## src/rtl/md5_core_scheduler_if.sv

```systemverilog
// Handshake and core-array bundle for md5_core_scheduler.
// master drives candidates and core status, slave is the scheduler.
interface md5_core_scheduler_if #(
  parameter int NUM_CORES = 4,
  parameter int POS_W     = 16
);
  logic                       start;
  logic [127:0]               target_hash;
  logic                       cand_valid;
  logic                       cand_ready;
  logic [POS_W-1:0]           cand_pos;
  logic                       cand_last;
  logic [NUM_CORES-1:0]       core_start;
  logic [NUM_CORES-1:0]       core_busy;
  logic [NUM_CORES-1:0]       core_done;
  logic [NUM_CORES*128-1:0]   core_digest;
  logic                       block_done;
  logic                       match;
  logic [POS_W-1:0]           match_pos;
  logic                       proto_err;

  modport master (
    output start, target_hash,
    output cand_valid, cand_pos, cand_last,
    output core_busy, core_done, core_digest,
    input  cand_ready, core_start,
    input  block_done, match, match_pos, proto_err
  );

  modport slave (
    input  start, target_hash,
    input  cand_valid, cand_pos, cand_last,
    input  core_busy, core_done, core_digest,
    output cand_ready, core_start,
    output block_done, match, match_pos, proto_err
  );
endinterface

```

## src/rtl/md5_core_scheduler.sv

```systemverilog
// Round-robin dispatcher of candidate windows onto md5 cores,
// tracking in-flight tags and reporting the earliest matching position.
module md5_core_scheduler #(
  parameter int NUM_CORES = 4,
  parameter int POS_W     = 16
) (
  input  logic                  clk,
  input  logic                  reset_n,
  md5_core_scheduler_if.slave   bus
);

  localparam int RR_W  = (NUM_CORES > 1) ? $clog2(NUM_CORES) : 1;
  localparam int CNT_W = $clog2(NUM_CORES) + 1;

  typedef enum logic [1:0] {
    S_IDLE,
    S_RUN,
    S_DRAIN,
    S_DONE
  } state_t;

  state_t               r_state;
  logic [RR_W-1:0]      r_rr;
  logic [NUM_CORES-1:0] r_inflight;
  logic [POS_W-1:0]     r_tag [NUM_CORES];
  logic [CNT_W-1:0]     r_outstanding;
  logic                 r_match;
  logic [POS_W-1:0]     r_match_pos;
  logic                 r_proto_err;

  logic [NUM_CORES-1:0] w_idle;
  logic                 w_ready;
  logic                 w_accept;
  logic [NUM_CORES-1:0] w_start_vec;
  logic [NUM_CORES-1:0] w_cmpl;
  logic [NUM_CORES-1:0] w_spur;
  logic [RR_W-1:0]      w_rr_next;
  logic [CNT_W-1:0]     w_ncmpl;
  logic [CNT_W-1:0]     w_out_next;
  logic                 w_best_vld;
  logic [POS_W-1:0]     w_best_tag;
  logic                 w_take;

  assign w_idle   = ~bus.core_busy & ~r_inflight;
  assign w_ready  = (r_state == S_RUN) && !r_match
                    && w_idle[r_rr];
  assign w_accept = bus.cand_valid & w_ready;

  assign w_start_vec = w_accept
                       ? (NUM_CORES'(1) << r_rr)
                       : '0;

  assign w_cmpl = bus.core_done & r_inflight;
  assign w_spur = bus.core_done & ~r_inflight;

  assign w_rr_next = (r_rr == RR_W'(NUM_CORES - 1))
                     ? '0
                     : r_rr + RR_W'(1);

  always_comb begin
    w_ncmpl = '0;
    for (int k = 0; k < NUM_CORES; k++) begin
      w_ncmpl = w_ncmpl + CNT_W'(w_cmpl[k]);
    end
  end

  // a dispatch and a completion in the same cycle cancel out
  assign w_out_next = r_outstanding
                      + CNT_W'(w_accept)
                      - w_ncmpl;

  // lowest tag among this cycle's matching completions
  always_comb begin
    w_best_vld = 1'b0;
    w_best_tag = '0;
    for (int k = 0; k < NUM_CORES; k++) begin
      if (w_cmpl[k] &&
          bus.core_digest[k*128 +: 128] == bus.target_hash) begin
        if (!w_best_vld || r_tag[k] < w_best_tag) begin
          w_best_vld = 1'b1;
          w_best_tag = r_tag[k];
        end
      end
    end
  end

  assign w_take = w_best_vld
                  && (!r_match || w_best_tag < r_match_pos);

  always_ff @(posedge clk or negedge reset_n) begin
    if (!reset_n) begin
      r_state       <= S_IDLE;
      r_rr          <= '0;
      r_inflight    <= '0;
      r_outstanding <= '0;
      r_match       <= 1'b0;
      r_match_pos   <= '0;
      r_proto_err   <= 1'b0;
      for (int k = 0; k < NUM_CORES; k++) begin
        r_tag[k] <= '0;
      end
    end else begin
      r_proto_err   <= r_proto_err | (|w_spur);
      r_inflight    <= (r_inflight & ~w_cmpl) | w_start_vec;
      r_outstanding <= w_out_next;

      if (w_accept) begin
        r_tag[r_rr] <= bus.cand_pos;
        r_rr        <= w_rr_next;
      end

      if (w_take) begin
        r_match     <= 1'b1;
        r_match_pos <= w_best_tag;
      end

      unique case (r_state)
        S_IDLE, S_DONE: begin
          if (bus.start) begin
            r_state     <= S_RUN;
            r_match     <= 1'b0;
            r_match_pos <= '0;
            r_rr        <= '0;
          end
        end
        S_RUN: begin
          if ((w_accept && bus.cand_last) || w_best_vld) begin
            r_state <= S_DRAIN;
          end
        end
        S_DRAIN: begin
          if (w_out_next == '0) begin
            r_state <= S_DONE;
          end
        end
        default: r_state <= S_IDLE;
      endcase
    end
  end

  assign bus.cand_ready = w_ready;
  assign bus.core_start = w_start_vec;
  assign bus.block_done = (r_state == S_DONE);
  assign bus.match      = r_match;
  assign bus.match_pos  = r_match_pos;
  assign bus.proto_err  = r_proto_err;

endmodule

```

## src/flat_wrapper.sv

```systemverilog
// flat-port wrapper written by rule: the top's interface ports become plain ports
module md5_core_scheduler_flat 
#(
  parameter int NUM_CORES = 4,
  parameter int POS_W     = 16
)
  (clk, reset_n, bus_start, bus_target_hash, bus_cand_valid, bus_cand_pos, bus_cand_last, bus_core_busy, bus_core_done, bus_core_digest, bus_cand_ready, bus_core_start, bus_block_done, bus_match, bus_match_pos, bus_proto_err);
  md5_core_scheduler_if #(.NUM_CORES(NUM_CORES), .POS_W(POS_W)) bus_i ();
  input  logic clk;
  input  logic reset_n;
  input wire logic [$bits(bus_i.start)-1:0] bus_start;
  input wire logic [$bits(bus_i.target_hash)-1:0] bus_target_hash;
  input wire logic [$bits(bus_i.cand_valid)-1:0] bus_cand_valid;
  input wire logic [$bits(bus_i.cand_pos)-1:0] bus_cand_pos;
  input wire logic [$bits(bus_i.cand_last)-1:0] bus_cand_last;
  input wire logic [$bits(bus_i.core_busy)-1:0] bus_core_busy;
  input wire logic [$bits(bus_i.core_done)-1:0] bus_core_done;
  input wire logic [$bits(bus_i.core_digest)-1:0] bus_core_digest;
  output wire logic [$bits(bus_i.cand_ready)-1:0] bus_cand_ready;
  output wire logic [$bits(bus_i.core_start)-1:0] bus_core_start;
  output wire logic [$bits(bus_i.block_done)-1:0] bus_block_done;
  output wire logic [$bits(bus_i.match)-1:0] bus_match;
  output wire logic [$bits(bus_i.match_pos)-1:0] bus_match_pos;
  output wire logic [$bits(bus_i.proto_err)-1:0] bus_proto_err;
  assign bus_i.start = bus_start;
  assign bus_i.target_hash = bus_target_hash;
  assign bus_i.cand_valid = bus_cand_valid;
  assign bus_i.cand_pos = bus_cand_pos;
  assign bus_i.cand_last = bus_cand_last;
  assign bus_i.core_busy = bus_core_busy;
  assign bus_i.core_done = bus_core_done;
  assign bus_i.core_digest = bus_core_digest;
  assign bus_cand_ready = bus_i.cand_ready;
  assign bus_core_start = bus_i.core_start;
  assign bus_block_done = bus_i.block_done;
  assign bus_match = bus_i.match;
  assign bus_match_pos = bus_i.match_pos;
  assign bus_proto_err = bus_i.proto_err;
  md5_core_scheduler #(.NUM_CORES(NUM_CORES), .POS_W(POS_W)) u_core (.clk(clk), .reset_n(reset_n), .bus(bus_i));
endmodule
```

## config.mk

```make
export PLATFORM = sky130hd
export DESIGN_NAME = md5_core_scheduler_flat
export DESIGN_NICKNAME = d
export VERILOG_FILES = /design/src/rtl/md5_core_scheduler_if.sv /design/src/rtl/md5_core_scheduler.sv /design/src/flat_wrapper.sv
export SDC_FILE = /design/constraint.sdc
export NUM_CORES = 1
export LEC_CHECK = 0
export ABC_CLOCK_PERIOD_IN_PS = 11800
export CORE_AREA = 2 2 271 273
export DETAILED_ROUTE_END_ITERATION = 16
export DIE_AREA = 0 0 273 275
export PLACE_DENSITY = 0.43
export SYNTH_ARGS = -nofsm -noshare
export SYNTH_HDL_FRONTEND = slang
export SYNTH_SLANG_ARGS = --single-unit
```

## constraint.sdc

```tcl
create_clock -name clk -period 11.8 [get_ports clk]
set_input_delay 2.36 -clock clk [delete_from_list [all_inputs] [get_ports clk]]
set_output_delay 2.36 -clock clk [all_outputs]
set_load 0.03 [all_outputs]
```

==> results of run 1 <==
-- through the flow --
stage | util (%) | setup TNS, ns | setup slack, ns
6_report | 37.38 | -0.6680 | -0.05640
5_1_grt | 37.37 | -7.695 | -0.5305
4_1_cts | 36.12 | -2.393 | -0.1848
3_5_place_dp | 34.86 | -31.03 | -1.991
3_3_place_gp | 34.86 | -27.35 | -1.723
2_1_floorplan | - | 0 | 0.004907
-- repair_timing --
item,in CTS,in global routing
gates resized for setup,197,320
pin swaps,40,82
endpoints found under the hold margin,0,0
cloned,3,2
setup endpoints to repair,16,16
buffers inserted,31,8
-- power groups by stage --
stage	sequential, mW	combinational [mW]	clock [mW]
after global routing	0.551	1.34	0.308
after global placement	0.528	1.17	0
final	0.539	1.27	0.288
after floorplan	0.484	0.481	0
after CTS	0.525	1.21	0.293
after detailed placement	0.529	1.18	0
-- synth_stat cells, types with 13 or more instances --
library cell,count
a21o_1,14
a21oi_1,37
nand2b_1,141
clkbuf_1,32
or4_1,13
xor2_1,165
o21ai_0,69
mux2_2,39
nand4_1,117
dfrtp_1,93
xnor2_1,190
nand2_1,129
o2111ai_1,33
ha_1,72
nand3_1,22
nor3_1,25
nor2_1,52
inv_1,166
nor2b_1,37
o22ai_1,20
nor4_1,78
mux2i_1,39
o21ai_1,17
a22oi_1,15
-- layout by cell type (no fill, tap or decap), types with 36 or more instances in the layout --
master	netlist	layout
clkdlybuf4s50_1	0	510
buf_4	4	327
xnor2_1	190	175
inv_1	166	164
xor2_1	165	136
nand2b_1	141	132
nand2_1	129	122
nand4_1	117	117
dfrtp_1	93	93
dlymetal6s2s_1	0	86
nor4_1	78	64
ha_1	72	59
o21ai_0	69	57
nor2_1	52	51
buf_6	1	39
dlygate4sd2_1	0	37
mux2_2	39	36
-- metal layers --
| layer | track usage [%] | vias to the layer above | wire length, µm |
|---|---|---|---|
| met3 | 6.284 | 252 | 9887 |
| li1 | - | 8619 | - |
| met1 | 50.34 | 9854 | 63930 |
| met4 | 17.49 | 30 | 8019 |
| met5 | 0 | - | 174 |
| met2 | 61.20 | 1095 | 66220 |
-- path summary, 6_finish.rpt --
| path | end | start | slack (ns) |
|---|---|---|---|
| min in group asynchronous | u_core.bus.match_pos[13]$_DFF_PN0_ | reset_n | 1.95 |
| worst max-delay path | u_core.bus.match_pos[11]$_DFF_PN0_ | bus_core_digest[122] | -0.06 |
| worst min register to register | u_core.bus.proto_err$_DFF_PN0_ | u_core.bus.proto_err$_DFF_PN0_ | 0.47 |
| max in group asynchronous | u_core.r_tag[32]$_DFFE_PN0P_ | reset_n | 8.67 |
| worst min-delay path | u_core.bus.proto_err$_DFF_PN0_ | u_core.bus.proto_err$_DFF_PN0_ | 0.47 |
| worst max register to register | u_core.bus.match_pos[11]$_DFF_PN0_ | u_core.r_inflight[0]$_DFF_PN0_ | 2.08 |
-- worst register-to-register path, delay by kind of cell (launching register included) --
kind	cells	cell delay (ns)
AND/OR/NAND/NOR	12	2.11
multiplexers	2	0.59
flip-flops	1	0.40
adder cells (fa/ha/maj)	4	1.08
buffers and inverters	5	0.89
AO/OA/AOI/OAI	27	4.56
-- layout make-up --
cell class | instances | area, µm²
Antenna cell | 21 | 52.55
Tap cell | 959 | 1200
Clock inverter | 6 | 46.29
Fill cell | 7554 | 45300
Inverter | 167 | 626.9
Clock buffer | 9 | 225.2
Sequential cell | 93 | 2327
Timing Repair Buffer | 1081 | 10330
Multi-Input combinational cell | 1508 | 12230
-- sequential cells by signal, summed over array words and instances, names as in the netlist --
signal	cells
u_core.r_rr	2
u_core.bus.proto_err	1
u_core.bus.match	1
u_core.bus.match_pos	16
u_core.r_state	2
u_core.r_outstanding	3
u_core.r_tag	64
u_core.r_inflight	4
-- logic make-up (layout without fill, tap and decap cells) --
group                      after synthesis  count (layout)  synth area share, %
other                                    0              21                    0
and+or+nand+nor                        693             693                28.08
buffers and inverters                  215            1263                6.072
adders and majority gates               75              75                6.730
muxes                                   79              79                5.888
DFF                                     93              93                16.30
AOI/OAI and AO/OA                      306             306                15.15
xor gates and xnor gates               355             355                21.78
==> results.json, run 1 <==
{
  "synth_area_per_cell_um2": 7.863,
  "status": "finished, violations left",
  "whs_ns": 0.4741,
  "drt-pass1-iter-count": 6,
  "hold_depth": 2,
  "failed_checks": "setup timing",
  "seq_area_frac_synth_pct": 16.30,
  "drt-total-wl_um": 148200,
  "cp_max_fo": 7,
  "crit_slowest_cell": "or3_1",
  "critical_path_class": "input pin to register",
  "die_x_um": 273,
  "overflow": 0,
  "min_period_ns": 11.86,
  "clock-sinks": 93,
  "dpl_cell_area_um2": 25210,
  "grt_pass1_wl_um": 189700,
  "cts_tree": "yes",
  "dp_cells": 3770,
  "p_per_area_nw_per_um2": 77.56,
  "power_frac_seq_pct": 25.7,
  "final_cells": 3844,
  "rsz0062_at_grt": "true",
  "endpoint_kind": "register",
  "synthToLayoutAreaGrowth_pct": 89.40,
  "synth_nets": 2560,
  "drive_gt1_share_pct": 22.73,
  "gp_congestion": 1.083,
  "timing.final.ws_setup_ns": -0.05640,
  "cts_buffer_depth": 2,
  "async_flop_share_pct": 100.0,
  "cpMostUsedCell": "a21o_1",
  "hp-class": "register to register",
  "clkPwrFrac_pct": 13.7,
  "relSlewSlack_pct": 20.83,
  "detail_route.iter0.violations": 1770,
  "netlist.area_leader.share_pct": 16.30,
  "final.setup_skew_ns": 0.01234,
  "cap_violations": 0,
  "power_switching_mw": 0.9335,
  "insertion_delay_ns": 0.37,
  "crit_cells": 51,
  "comb_power_share_pct": 60.6,
  "io_buffers": 692,
  "final_net_count": 3604,
  "io_pins": 693,
  "p_int_mw": 1.164,
  "maxSlewViolCount": 0,
  "grt_usage_pct": 38.25,
  "yosysWarnings": 0,
  "ant_nets": 0,
  "reg2regPathDepth": 50,
  "p_total_mw": 2.097,
  "via_per_inst": 5.164,
  "post_drt_wl_per_cell_um": 38.56,
  "antenna_found_initial": 59,
  "syn_inst": 1816,
  "max_stage_delay_ns": 0.41,
  "syn_area_um2": 14280,
  "synthDistinctLibCells": 83,
  "drc": 0,
  "cts_max_level": 3,
  "crit_arrival_ns": 12.11,
  "setup_viol": 15,
  "tightestPinTransition_ns": 1.179,
  "cp_top_family": "compound AO/OA/AOI/OAI gates",
  "place.detailed.hpwl_um": 135700,
  "ys_ff_latch": 93,
  "cts.clk_slew.worst_paths_ns": 0.08,
  "critPathBufInv": 7,
  "p_leak_nw": 11.63,
  "die_area_um2": 75080,
  "dr_total_vias": 19850,
  "hold_viol": 0,
  "synth_area_leader_cell": "dfrtp_1",
  "std_cell_rows": 99,
  "synth-edff-count": 0,
  "grt_max_degree": 61,
  "cts_root_buffer": "clkbuf_16",
  "ys.flop_type": "dfrtp_1",
  "required_ns": 12.05,
  "start_kind": "input pin",
  "initial_core_util_pct": 19.74,
  "core_um2": 72340,
  "fmax_mhz": 84.34,
  "design_area_um2": 27040,
  "fp.dieH_um": 275,
  "grt_pass1_vias": 20260,
  "ys_top_cells_by_area": "dfrtp_1 (16%), xnor2_1 (12%), xor2_1 (10%)",
  "cts_hold_buffers": 0,
  "post-route-period-util_pct": 100.5,
  "ir_drop_v": 0.00009171,
  "numCtsBuffers": 9,
  "p_sw_share_pct": 44.51
}
No activity file was read; power rests on OpenSTA's default activity.
==> run 2: changes to the inputs <==
- SETUP_SLACK_MARGIN: default -> 0.05
==> results.json, run 2 (synthesis gave the netlist of run 1 again) <==
{
  "grt_pass1_vias": 20470,
  "std_cell_rows": 99,
  "drc": 0,
  "rsz0062_at_grt": "true",
  "r2r-end": "u_core.bus.match_pos[4]$_DFF_PN0_",
  "cts_buffer_depth": 2,
  "cpMostUsedCell": "a21o_1",
  "required_ns": 12.04,
  "insertion_delay_ns": 0.36,
  "largest_register_ffs": 64,
  "p_leak_nw": 10.95,
  "tightestPinTransition_ns": 1.133,
  "post_drt_wl_per_cell_um": 39.30,
  "io_pins": 693,
  "whs_ns": 0.5079,
  "status": "finished, violations left",
  "ir_drop_v": 0.00008371,
  "min_to": "u_core.bus.proto_err$_DFF_PN0_",
  "die_x_um": 273,
  "cts_root_buffer": "clkbuf_16",
  "via_per_inst": 5.193,
  "reg2regPathDepth": 51,
  "detail_route.iter0.violations": 2164,
  "min_period_ns": 11.95,
  "cts_tree": "yes",
  "cap_violations": 0,
  "design_area_um2": 26660,
  "ant_nets": 0,
  "timing.final.ws_setup_ns": -0.1506,
  "setup_viol": 15,
  "regArea_um2": 2327,
  "grt_pass1_wl_um": 192400,
  "final_common_cell": "clkdlybuf4s50_1",
  "p_int_mw": 1.188,
  "die_area_um2": 75080,
  "hp-class": "register to register",
  "drt-total-wl_um": 150200,
  "core_um2": 72340,
  "drt-pass1-iter-count": 5,
  "final_cell_mix": "clkdlybuf4s50_1 (492), buf_4 (317), xnor2_1 (172)",
  "hold_viol": 0,
  "io_buffers": 692,
  "final.setup_skew_ns": 0.007435,
  "cts_hold_buffers": 0,
  "endpoint_kind": "register",
  "hold_depth": 2,
  "critical_path_class": "input pin to register",
  "crit_arrival_ns": 12.19,
  "reg2reg_from": "u_core.r_inflight[0]$_DFF_PN0_",
  "tns_ns": -1.938,
  "grt_max_degree": 49,
  "regMostFlops": "u_core.r_tag",
  "p_sw_share_pct": 44.75,
  "fillers": 7683,
  "maxSlewViolCount": 0,
  "overflow": 0,
  "relSlewSlack_pct": 23.93,
  "start_kind": "input pin",
  "fp.dieH_um": 275,
  "initial_core_util_pct": 19.74,
  "crit_slowest_cell": "clkdlybuf4s50_1",
  "clkPwrFrac_pct": 14.8,
  "p_total_mw": 2.151,
  "clock-sinks": 93,
  "post-route-period-util_pct": 101.3,
  "comb_power_share_pct": 59.9,
  "grt_usage_pct": 38.88,
  "gp_congestion": 1.034,
  "cts_max_level": 3,
  "dpl_cell_area_um2": 25090,
  "dr_total_vias": 19850,
  "multi_input_area_um2": 12340,
  "final_net_count": 3578,
  "place.detailed.hpwl_um": 137400,
  "drive_gt1_share_pct": 23.60,
  "cp_max_fo": 8,
  "cts.clk_slew.worst_paths_ns": 0.07,
  "power_switching_mw": 0.9624,
  "numCtsBuffers": 9,
  "synthToLayoutAreaGrowth_pct": 86.71,
  "p_per_area_nw_per_um2": 80.67,
  "antenna_found_initial": 55,
  "rrSetupSlack_ns": 1.94,
  "fmax_mhz": 83.68,
  "max_stage_delay_ns": 0.45,
  "failed_checks": "setup timing",
  "power_frac_seq_pct": 25.3,
  "hp-start": "u_core.bus.proto_err$_DFF_PN0_"
}
[run 2: changes by cell type in the layout (fill, tap and decap cells not counted), moves of 4 or more]
| cell | change |
|---|---|
| buf_4 | -10 |
| clkdlybuf4s50_1 | -18 |
| o21ai_1 | -8 |
| clkbuf_2 | -10 |
| ha_4 | -5 |
| clkdlybuf4s15_2 | +20 |
| dlygate4sd2_1 | +61 |
| o21ai_2 | +5 |
| ha_1 | +4 |
| dlymetal6s2s_1 | -75 |
| xor2_4 | +5 |
| buf_2 | +16 |
| buf_6 | -9 |
[run 2: layer usage]
metal | wire, µm | global-route usage (%) | up-vias
li1 | - | - | 8553
met1 | 63260 | 49.45 | 9871
met2 | 67930 | 63.46 | 1125
met3 | 10840 | 7.751 | 279
met4 | 8027 | 17.53 | 20
met5 | 141 | 0 | -
[run 2: worst max-delay path by stage]
stage / start / depth (start not counted) / slack [ns] / to
final: bus_core_digest[116] / 51 / -0.15 / u_core.bus.match_pos[4]$_DFF_PN0_
after global routing: bus_core_digest[87] / 52 / -0.64 / u_core.bus.match_pos[4]$_DFF_PN0_
after CTS: bus_core_digest[95] / 50 / -0.16 / u_core.bus.match_pos[4]$_DFF_PN0_
after detailed placement: bus_target_hash[59] / 49 / -1.56 / u_core.bus.match_pos[4]$_DFF_PN0_
after global placement: bus_target_hash[59] / 51 / -1.41 / u_core.bus.match_pos[10]$_DFF_PN0_
after floorplan: bus_target_hash[18] / 50 / 0.07 / u_core.bus.match_pos[15]$_DFF_PN0_
[run 2: cell type report]
cell class / count / area share (%)
well taps: 959 / 4.501
clock buffers: 10 / 0.8964
multi-input cells: 1508 / 46.28
flip-flops and latches: 93 / 8.730
clock inverters: 6 / 0.2581
repair buffers: 1055 / 36.75
inverters: 167 / 2.365
diodes: 24 / 0.2253
[run 2: critical path, delay by kind of cell]
family | cells | cell delay (ns)
adders and majority gates | 4 | 1.02
xor gates and xnor gates | 1 | 0.17
AOI/OAI and AO/OA | 27 | 4.77
buffers and inverters | 6 | 1.21
and+or+nand+nor | 11 | 2.00
muxes | 2 | 0.64
[run 2: stage by stage]
step,util (%),cells,setup WS [ns]
detailed placement,34.68,3754,-1.559
CTS,36.40,3791,-0.1583
floorplan,-,1816,0.06736
global route,36.83,3815,-0.6391
global placement,34.68,3754,-1.410
finish,36.85,3822,-0.1506
[run 2: power groups by stage]
stage / sequential, mW / combinational [mW] / clock [mW]
finish: 0.545 / 1.29 / 0.318
global route: 0.554 / 1.35 / 0.335
CTS: 0.538 / 1.25 / 0.323
detailed placement: 0.542 / 1.20 / 0
global placement: 0.542 / 1.19 / 0
floorplan: 0.484 / 0.484 / 0
[run 2: timing repair]
| item | 4_1_cts | 5_1_grt |
|---|---|---|
| gates resized for setup | 503 | 135 |
| gates cloned | 3 | 1 |
| endpoints found under the setup margin | 16 | 16 |
| pin swaps | 74 | 72 |
| buffers inserted | 21 | 10 |
